### src/rtl/tamarac_control.sv
// Control-unit FSM for the Tamarac CPU: sequences fetch, PC increment and execute
// micro-steps as one-hot bus-read / register-write strobes plus an ALU mode.
module tamarac_control #(
    parameter int CNT_W = 16
) (
    input  logic             clock,
    input  logic             reset,
    input  logic             run,
    input  logic [2:0]       opc,
    input  logic             acc_zero,
    output logic [1:0]       alucntl,
    output logic             rsw,
    output logic             rmem,
    output logic             rpc,
    output logic             racc,
    output logic             rir,
    output logic             rbuf,
    output logic             wmar,
    output logic             wmem,
    output logic             wpc,
    output logic             wacc,
    output logic             wir,
    output logic             warg,
    output logic             wbuf,
    output logic [3:0]       state,
    output logic             instr_done,
    output logic [CNT_W-1:0] instr_cnt
);

    localparam logic [1:0] ALU_ADD = 2'b00;
    localparam logic [1:0] ALU_AND = 2'b01;
    localparam logic [1:0] ALU_NOT = 2'b10;
    localparam logic [1:0] ALU_INC = 2'b11;

    localparam logic [2:0] OP_LOAD  = 3'b000;
    localparam logic [2:0] OP_STORE = 3'b001;
    localparam logic [2:0] OP_ADD   = 3'b010;
    localparam logic [2:0] OP_AND   = 3'b011;
    localparam logic [2:0] OP_JUMP  = 3'b100;
    localparam logic [2:0] OP_JUMPZ = 3'b101;
    localparam logic [2:0] OP_COMP  = 3'b110;
    localparam logic [2:0] OP_IN    = 3'b111;

    // Operand-fetch E0 (rir,wmar) is shared by LOAD/STORE/ADD/AND; opc picks the E1 branch.
    localparam logic [3:0] S_F0   = 4'd0;
    localparam logic [3:0] S_F1   = 4'd1;
    localparam logic [3:0] S_F2   = 4'd2;
    localparam logic [3:0] S_F3   = 4'd3;
    localparam logic [3:0] S_MEM  = 4'd4;
    localparam logic [3:0] S_LD1  = 4'd5;
    localparam logic [3:0] S_ST1  = 4'd6;
    localparam logic [3:0] S_AL1  = 4'd7;
    localparam logic [3:0] S_AL2  = 4'd8;
    localparam logic [3:0] S_AL3  = 4'd9;
    localparam logic [3:0] S_JMP  = 4'd10;
    localparam logic [3:0] S_JMPZ = 4'd11;
    localparam logic [3:0] S_CMP0 = 4'd12;
    localparam logic [3:0] S_CMP1 = 4'd13;
    localparam logic [3:0] S_IN   = 4'd14;

    logic [3:0]       state_r;
    logic [3:0]       next_state_s;
    logic [CNT_W-1:0] instr_cnt_r;

    // State register
    always_ff @(posedge clock) begin
        if (reset) begin
            state_r <= S_F0;
        end else begin
            state_r <= next_state_s;
        end
    end

    // Retired-instruction counter, wraps naturally at 2^CNT_W
    always_ff @(posedge clock) begin
        if (reset) begin
            instr_cnt_r <= {CNT_W{1'b0}};
        end else if (instr_done) begin
            instr_cnt_r <= instr_cnt_r + {{(CNT_W-1){1'b0}}, 1'b1};
        end else begin
            instr_cnt_r <= instr_cnt_r;
        end
    end

    // Next-state logic
    always_comb begin
        next_state_s = S_F0;
        case (state_r)
            S_F0: begin
                if (run) begin
                    next_state_s = S_F1;
                end else begin
                    next_state_s = S_F0;
                end
            end
            S_F1: next_state_s = S_F2;
            S_F2: next_state_s = S_F3;
            S_F3: begin
                case (opc)
                    OP_LOAD, OP_STORE, OP_ADD, OP_AND: next_state_s = S_MEM;
                    OP_JUMP:  next_state_s = S_JMP;
                    OP_JUMPZ: next_state_s = S_JMPZ;
                    OP_COMP:  next_state_s = S_CMP0;
                    OP_IN:    next_state_s = S_IN;
                    default:  next_state_s = S_F0;
                endcase
            end
            S_MEM: begin
                case (opc)
                    OP_LOAD:         next_state_s = S_LD1;
                    OP_STORE:        next_state_s = S_ST1;
                    OP_ADD, OP_AND:  next_state_s = S_AL1;
                    default:         next_state_s = S_F0;
                endcase
            end
            S_AL1:   next_state_s = S_AL2;
            S_AL2:   next_state_s = S_AL3;
            S_CMP0:  next_state_s = S_CMP1;
            default: next_state_s = S_F0;
        endcase
    end

    // Strobe decode; everything is forced low while reset is held
    always_comb begin
        alucntl    = ALU_ADD;
        rsw        = 1'b0;
        rmem       = 1'b0;
        rpc        = 1'b0;
        racc       = 1'b0;
        rir        = 1'b0;
        rbuf       = 1'b0;
        wmar       = 1'b0;
        wmem       = 1'b0;
        wpc        = 1'b0;
        wacc       = 1'b0;
        wir        = 1'b0;
        warg       = 1'b0;
        wbuf       = 1'b0;
        instr_done = 1'b0;
        if (reset) begin
            instr_done = 1'b0;
        end else begin
            case (state_r)
                S_F0: begin
                    if (run) begin
                        rpc  = 1'b1;
                        wmar = 1'b1;
                    end else begin
                        rpc  = 1'b0;
                    end
                end
                S_F1: begin rmem = 1'b1; wir  = 1'b1; end
                S_F2: begin rpc  = 1'b1; wbuf = 1'b1; alucntl = ALU_INC; end
                S_F3: begin rbuf = 1'b1; wpc  = 1'b1; end
                S_MEM: begin rir = 1'b1; wmar = 1'b1; end
                S_LD1: begin rmem = 1'b1; wacc = 1'b1; instr_done = 1'b1; end
                S_ST1: begin racc = 1'b1; wmem = 1'b1; instr_done = 1'b1; end
                S_AL1: begin racc = 1'b1; warg = 1'b1; end
                S_AL2: begin
                    rmem = 1'b1;
                    wbuf = 1'b1;
                    if (opc == OP_AND) begin
                        alucntl = ALU_AND;
                    end else begin
                        alucntl = ALU_ADD;
                    end
                end
                S_AL3: begin rbuf = 1'b1; wacc = 1'b1; instr_done = 1'b1; end
                S_JMP: begin rir = 1'b1; wpc = 1'b1; instr_done = 1'b1; end
                S_JMPZ: begin
                    instr_done = 1'b1;
                    if (acc_zero) begin
                        rir = 1'b1;
                        wpc = 1'b1;
                    end else begin
                        rir = 1'b0;
                    end
                end
                S_CMP0: begin racc = 1'b1; wbuf = 1'b1; alucntl = ALU_NOT; end
                S_CMP1: begin rbuf = 1'b1; wacc = 1'b1; instr_done = 1'b1; end
                S_IN:   begin rsw  = 1'b1; wacc = 1'b1; instr_done = 1'b1; end
                default: begin instr_done = 1'b0; end
            endcase
        end
    end

    assign state     = state_r;
    assign instr_cnt = instr_cnt_r;

endmodule

### config.mk
export PLATFORM = sky130hd
export DESIGN_NAME = tamarac_control
export DESIGN_NICKNAME = d
export VERILOG_FILES = /design/src/rtl/tamarac_control.sv
export SDC_FILE = /design/constraint.sdc
export NUM_CORES = 1
export LEC_CHECK = 0
export CAP_MARGIN = 20
export CORE_MARGIN = 4
export CORE_UTILIZATION = 41
export DETAILED_ROUTE_END_ITERATION = 10
export PLACE_DENSITY = 0.81
export SETUP_SLACK_MARGIN = 0.1
export SLEW_MARGIN = 15
export SYNTH_ARGS = -nofsm -noshare
export SYNTH_HDL_FRONTEND = slang
export SYNTH_SLANG_ARGS = --single-unit
### constraint.sdc
create_clock -name clock -period 1.5 [get_ports clock]
set_input_delay 0.225 -clock clock [delete_from_list [all_inputs] [get_ports clock]]
set_output_delay 0.225 -clock clock [all_outputs]
set_load 0.005 [all_outputs]
==> results of run 1 <==
==> stage by stage <==
step | setup TNS, ps | instances
3_5_place_dp | -6953 | 294
3_3_place_gp | -6616 | 294
4_1_cts | -2305 | 325
2_1_floorplan | -1.506 | 171
==> cells by family after synthesis <==
kind of cell               Yosys count  share of synthesized area (%)
DFF                                 20                          30.33
buffers and inverters               16                          5.782
muxes                                4                          3.223
AOI/OAI and AO/OA                   37                          16.97
and+or+nand+nor                     86                          38.11
xor gates and xnor gates             7                          4.645
adders and majority gates            1                         0.9477
==> repair_timing <==
item	4_1_cts
endpoints found under the setup margin	50
pin swaps	32
hold buffers	0
gates resized for setup	163
setup buffers	26
endpoints found under the hold margin	0
gates cloned	2
==> metrics.csv, run 1 <==
metric,value,unit
port buffer count,42,
post-synthesis sequential area ratio,30.33,%
"Worst endpoint, post-GRT repair",rir,
pin count of the biggest net entering global routing,17,
RePlAce Congestion,0.8698,
die width,64.74,µm
site row count,20,
starting density of the core,42.89,%
"area leader, netlist",dfxtp_1,
Post-synth top cells,"dfxtp_1 (20), nor2_1 (19), a21oi_1 (16)",
Synth cell types,48,
Mean Syn Cell Area,7.719,µm²
Post-synth EDFFs,0,
Die H,64.74,µm
H-tree levels,1,
initial antenna violation count,0,
Synth top area share,30.33,%
DPL Wire Length,2920,µm
most common cell in the netlist,dfxtp_1,
CTS buffer count,3,
cell count after synthesis,171,
synthesized area,0.001320,mm²
pre-CTS WS,-595.5,ps
synth top area cells,"dfxtp_1 (30%), a21oi_1 (6.1%), nor2_1 (5.4%), nand2b_1 (3.3%), nand4_1 (3.3%)",
placed cell areas,0.002172,mm²
#FFs+latches synth,20,
synth warn,0,
asr flop ratio synth,0,%
Boundary Pins,43,
error msg,[ERROR DPL-0033] detailed placement checks failed during check placement.,
CTS Buffer Depth,2,
CTS root buf,clkbuf_4,
status,stopped before the end,
Stop stage,global routing (5_1_grt),
WEP type,top-level output,
Synth Flop Type,dfxtp_1,
Clock Sink Count,20,
Synth Net Count,179,
==> run 2, diff against run 1 <==
--- a/config.mk
+++ b/config.mk
@@ -6,11 +6,10 @@
 export NUM_CORES = 1
 export LEC_CHECK = 0
 export CAP_MARGIN = 20
-export CORE_MARGIN = 4
-export CORE_UTILIZATION = 41
+export CORE_AREA = 4 4 65 67
 export DETAILED_ROUTE_END_ITERATION = 10
-export PLACE_DENSITY = 0.81
-export SETUP_SLACK_MARGIN = 0.1
+export DIE_AREA = 0 0 69 71
+export PLACE_DENSITY_LB_ADDON = 0.15
 export SLEW_MARGIN = 15
 export SYNTH_ARGS = -nofsm -noshare
 export SYNTH_HDL_FRONTEND = slang
==> constraint.sdc (replaced) <==
create_clock -name clock -period 1.95 [get_ports clock]
set_input_delay 0.2925 -clock clock [delete_from_list [all_inputs] [get_ports clock]]
set_output_delay 0.2925 -clock clock [all_outputs]
set_load 0.005 [all_outputs]
==> metrics.csv, run 2 <==
metric,value,unit,change
clk_skew,4.215,ps,
worst skew pair latency,250,ps,
CTS tree,done,,
Hold WC Path Type,reg -> reg,,
cell count after synthesis,171,,unchanged
synthesized area,0.001320,mm²,unchanged
Synth top area share,30.33,%,unchanged
site row count,22,,was 20
pre-CTS WS,-221.7,ps,was -595.5 ps
RSZ-0062 raised after global routing,no,,
most frequent cells in the layout,"clkdlybuf4s50_1 (25), buf_4 (22), dfxtp_1 (17)",,
CP startpoint kind,input pin,,
Crit Path Category,in -> out,,
MaxCap Viol Count,0,,
max FFs per register,16,,
WP data arrival,1580,ps,
Synth-to-Final Area Change,52.99,%,
Synth Net Count,179,,unchanged
status,finished clean,,was stopped before the end
share of cells above drive strength 1,22.27,%,
Routed WL,3733,µm,
Worst Path Max Fanout,2,,
via count,1458,,
WL/cell,13.48,µm,
final hold slack,496.7,ps,
Post-synth top cells,"dfxtp_1 (20), nor2_1 (19), a21oi_1 (16)",,unchanged
Mean Syn Cell Area,7.719,µm²,unchanged
Post-synth EDFFs,0,,unchanged
"most common cell after layout, fill and taps aside",clkdlybuf4s50_1,,
die width,69,µm,was 64.74 µm
H-tree levels,1,,unchanged
Boundary Pins,43,,unchanged
Post-CTS Setup Bufs,0,,was 26
CTS Buffer Depth,2,,unchanged
Final ANT Viol Nets,0,,
WHS Endpoint,instr_cnt[12]$_SDFFE_PP0P_,,
element type at the critical path end,output pin,,
synth top area cells,"dfxtp_1 (30%), a21oi_1 (6.1%), nor2_1 (5.4%), nand2b_1 (3.3%), nand4_1 (3.3%)",,unchanged
crit share post-route,95.89,%,
Remaining DRCs,0,,
pin count of the biggest net entering global routing,18,,
Hold Path Depth,2,,
drt first pass iters,5,,
CTS root buf,clkbuf_8,,was clkbuf_4
"Reg clk slew, reported paths",70,ps,
Final Hold Violating Endpoints,0,,
via/cell ratio,5.264,,
synth warn,0,,unchanged
Clock Sink Count,20,,unchanged
reg2reg setup slack,300,ps,
Layout Nets,239,,
global-route wire length before repair,6403,µm,
RR Startpoint,state[1]$_SDFF_PP0_,,
vias in the first global route,1392,,
RePlAce Congestion,0.8617,,was 0.8698
CTS buffer count,3,,unchanged
port buffer count,42,,unchanged
r2r endpoint,instr_cnt[11]$_SDFFE_PP0P_,,
starting density of the core,36.33,%,was 42.89%
Slew headroom,77.53,%,
final slew viol count,0,,
Synth cell types,48,,unchanged
gr usage total,15.40,%,
cts hold-fix bufs,0,,unchanged
Die Area,0.004899,mm²,
maximum operating frequency,534.8,MHz,
Die H,71,µm,was 64.74 µm
Synth Flop Type,dfxtp_1,,unchanged
#FFs+latches synth,20,,unchanged
critical path required time,1660,ps,
asr flop ratio synth,0,%,unchanged
fin crit period,1870,ps,
min-delay src,instr_cnt[12]$_SDFFE_PP0P_,,
placed instance count,273,,was 294
CP Launch Point,opc[2],,
reg2reg path depth,6,,
CORE AREA,0.003633,mm²,
DRT iter0 DRCs,42,,
pwr dens,422.3,mW/mm²,
DPL Wire Length,2826,µm,was 2920 µm
most common cell in the netlist,dfxtp_1,,unchanged
post-route setup slack,80.16,ps,
initial antenna violation count,0,,
# diodes,0,,
post-synthesis sequential area ratio,30.33,%,unchanged
Peak VDD IR,0.2297,mV,
final setup fails,0,,
"area leader, netlist",dfxtp_1,,unchanged
final std cells w/o fill,277,,
Tot Pwr,852.9,µW,
gr ovfl total,0,,
leakage power,0.0008053,µW,
Tightest Pin Transition,334.0,ps,
-- run 2: cell counts after synthesis --
Identical to the previous run, type by type.
-- run 2: area by class of cell --
| class | instances | area (µm²) |
|---|---|---|
| inverter | 3 | 11.26 |
| fill | 368 | 1614 |
| tap | 48 | 60.06 |
| multi-input combinational | 135 | 877.1 |
| clock buffer | 3 | 41.29 |
| timing repair buffer | 68 | 618.1 |
| sequential | 20 | 411.6 |
-- run 2: where the power goes --
part / internal [µW] / switching (µW) / leakage (µW) / total (µW)
registers: 412 / 13.2 / 0.000164 / 425
clock network: 137 / 128 / 0.0000216 / 265
logic: 86.6 / 76.1 / 0.000620 / 163
total: 636 / 217 / 0.000805 / 853
-- run 2: routing by layer --
metal  up-vias  GRT usage [%]  wire length [µm]
li1        742              -                 -
met1       669          20.53              1725
met2        43          25.00              1777
met3         4          1.989               186
met4         0          6.508                43
met5         -              0                 0
-- run 2: critical path: stages --
cell and delay (ps):
clkdlybuf4s50_1 420, inv_1 100, nand4_1 110, a2111oi_2 370
dlygate4sd2_1 280
-- run 2: metrics by stage --
step           setup TNS [ps]  cell area, µm²  util [%]
5_1_grt                     0            2019     55.58
3_5_place_dp            -1255            1923     52.93
4_1_cts                -13.05            1989     54.75
3_3_place_gp            -1329            1923     52.93
6_report                    0            2019     55.58
2_1_floorplan               0            1320         -
-- run 2: how the worst max path moves through the flow --
stage | end | slack, ps
floorplan | alucntl[1] | 370
finish | alucntl[0] | 80
global placement | alucntl[0] | -240
CTS | racc | -10
detailed placement | alucntl[0] | -220
global route | alucntl[0] | 20
-- run 2: cells by family after synthesis --
| logic type | share of synthesized area, % |
|---|---|
| AOI/OAI and AO/OA | 16.97 |
| and+or+nand+nor | 38.11 |
| buffers and inverters | 5.782 |
| muxes | 3.223 |
| adders and majority gates | 0.9477 |
| DFF | 30.33 |
| xor gates and xnor gates | 4.645 |
-- run 2: what timing repair did --
action | in CTS | in global routing
gates resized for setup | 26 | 13
cloned | 1 | 0
setup endpoints to repair | 16 | 6
(Power assumes the default switching activity.)
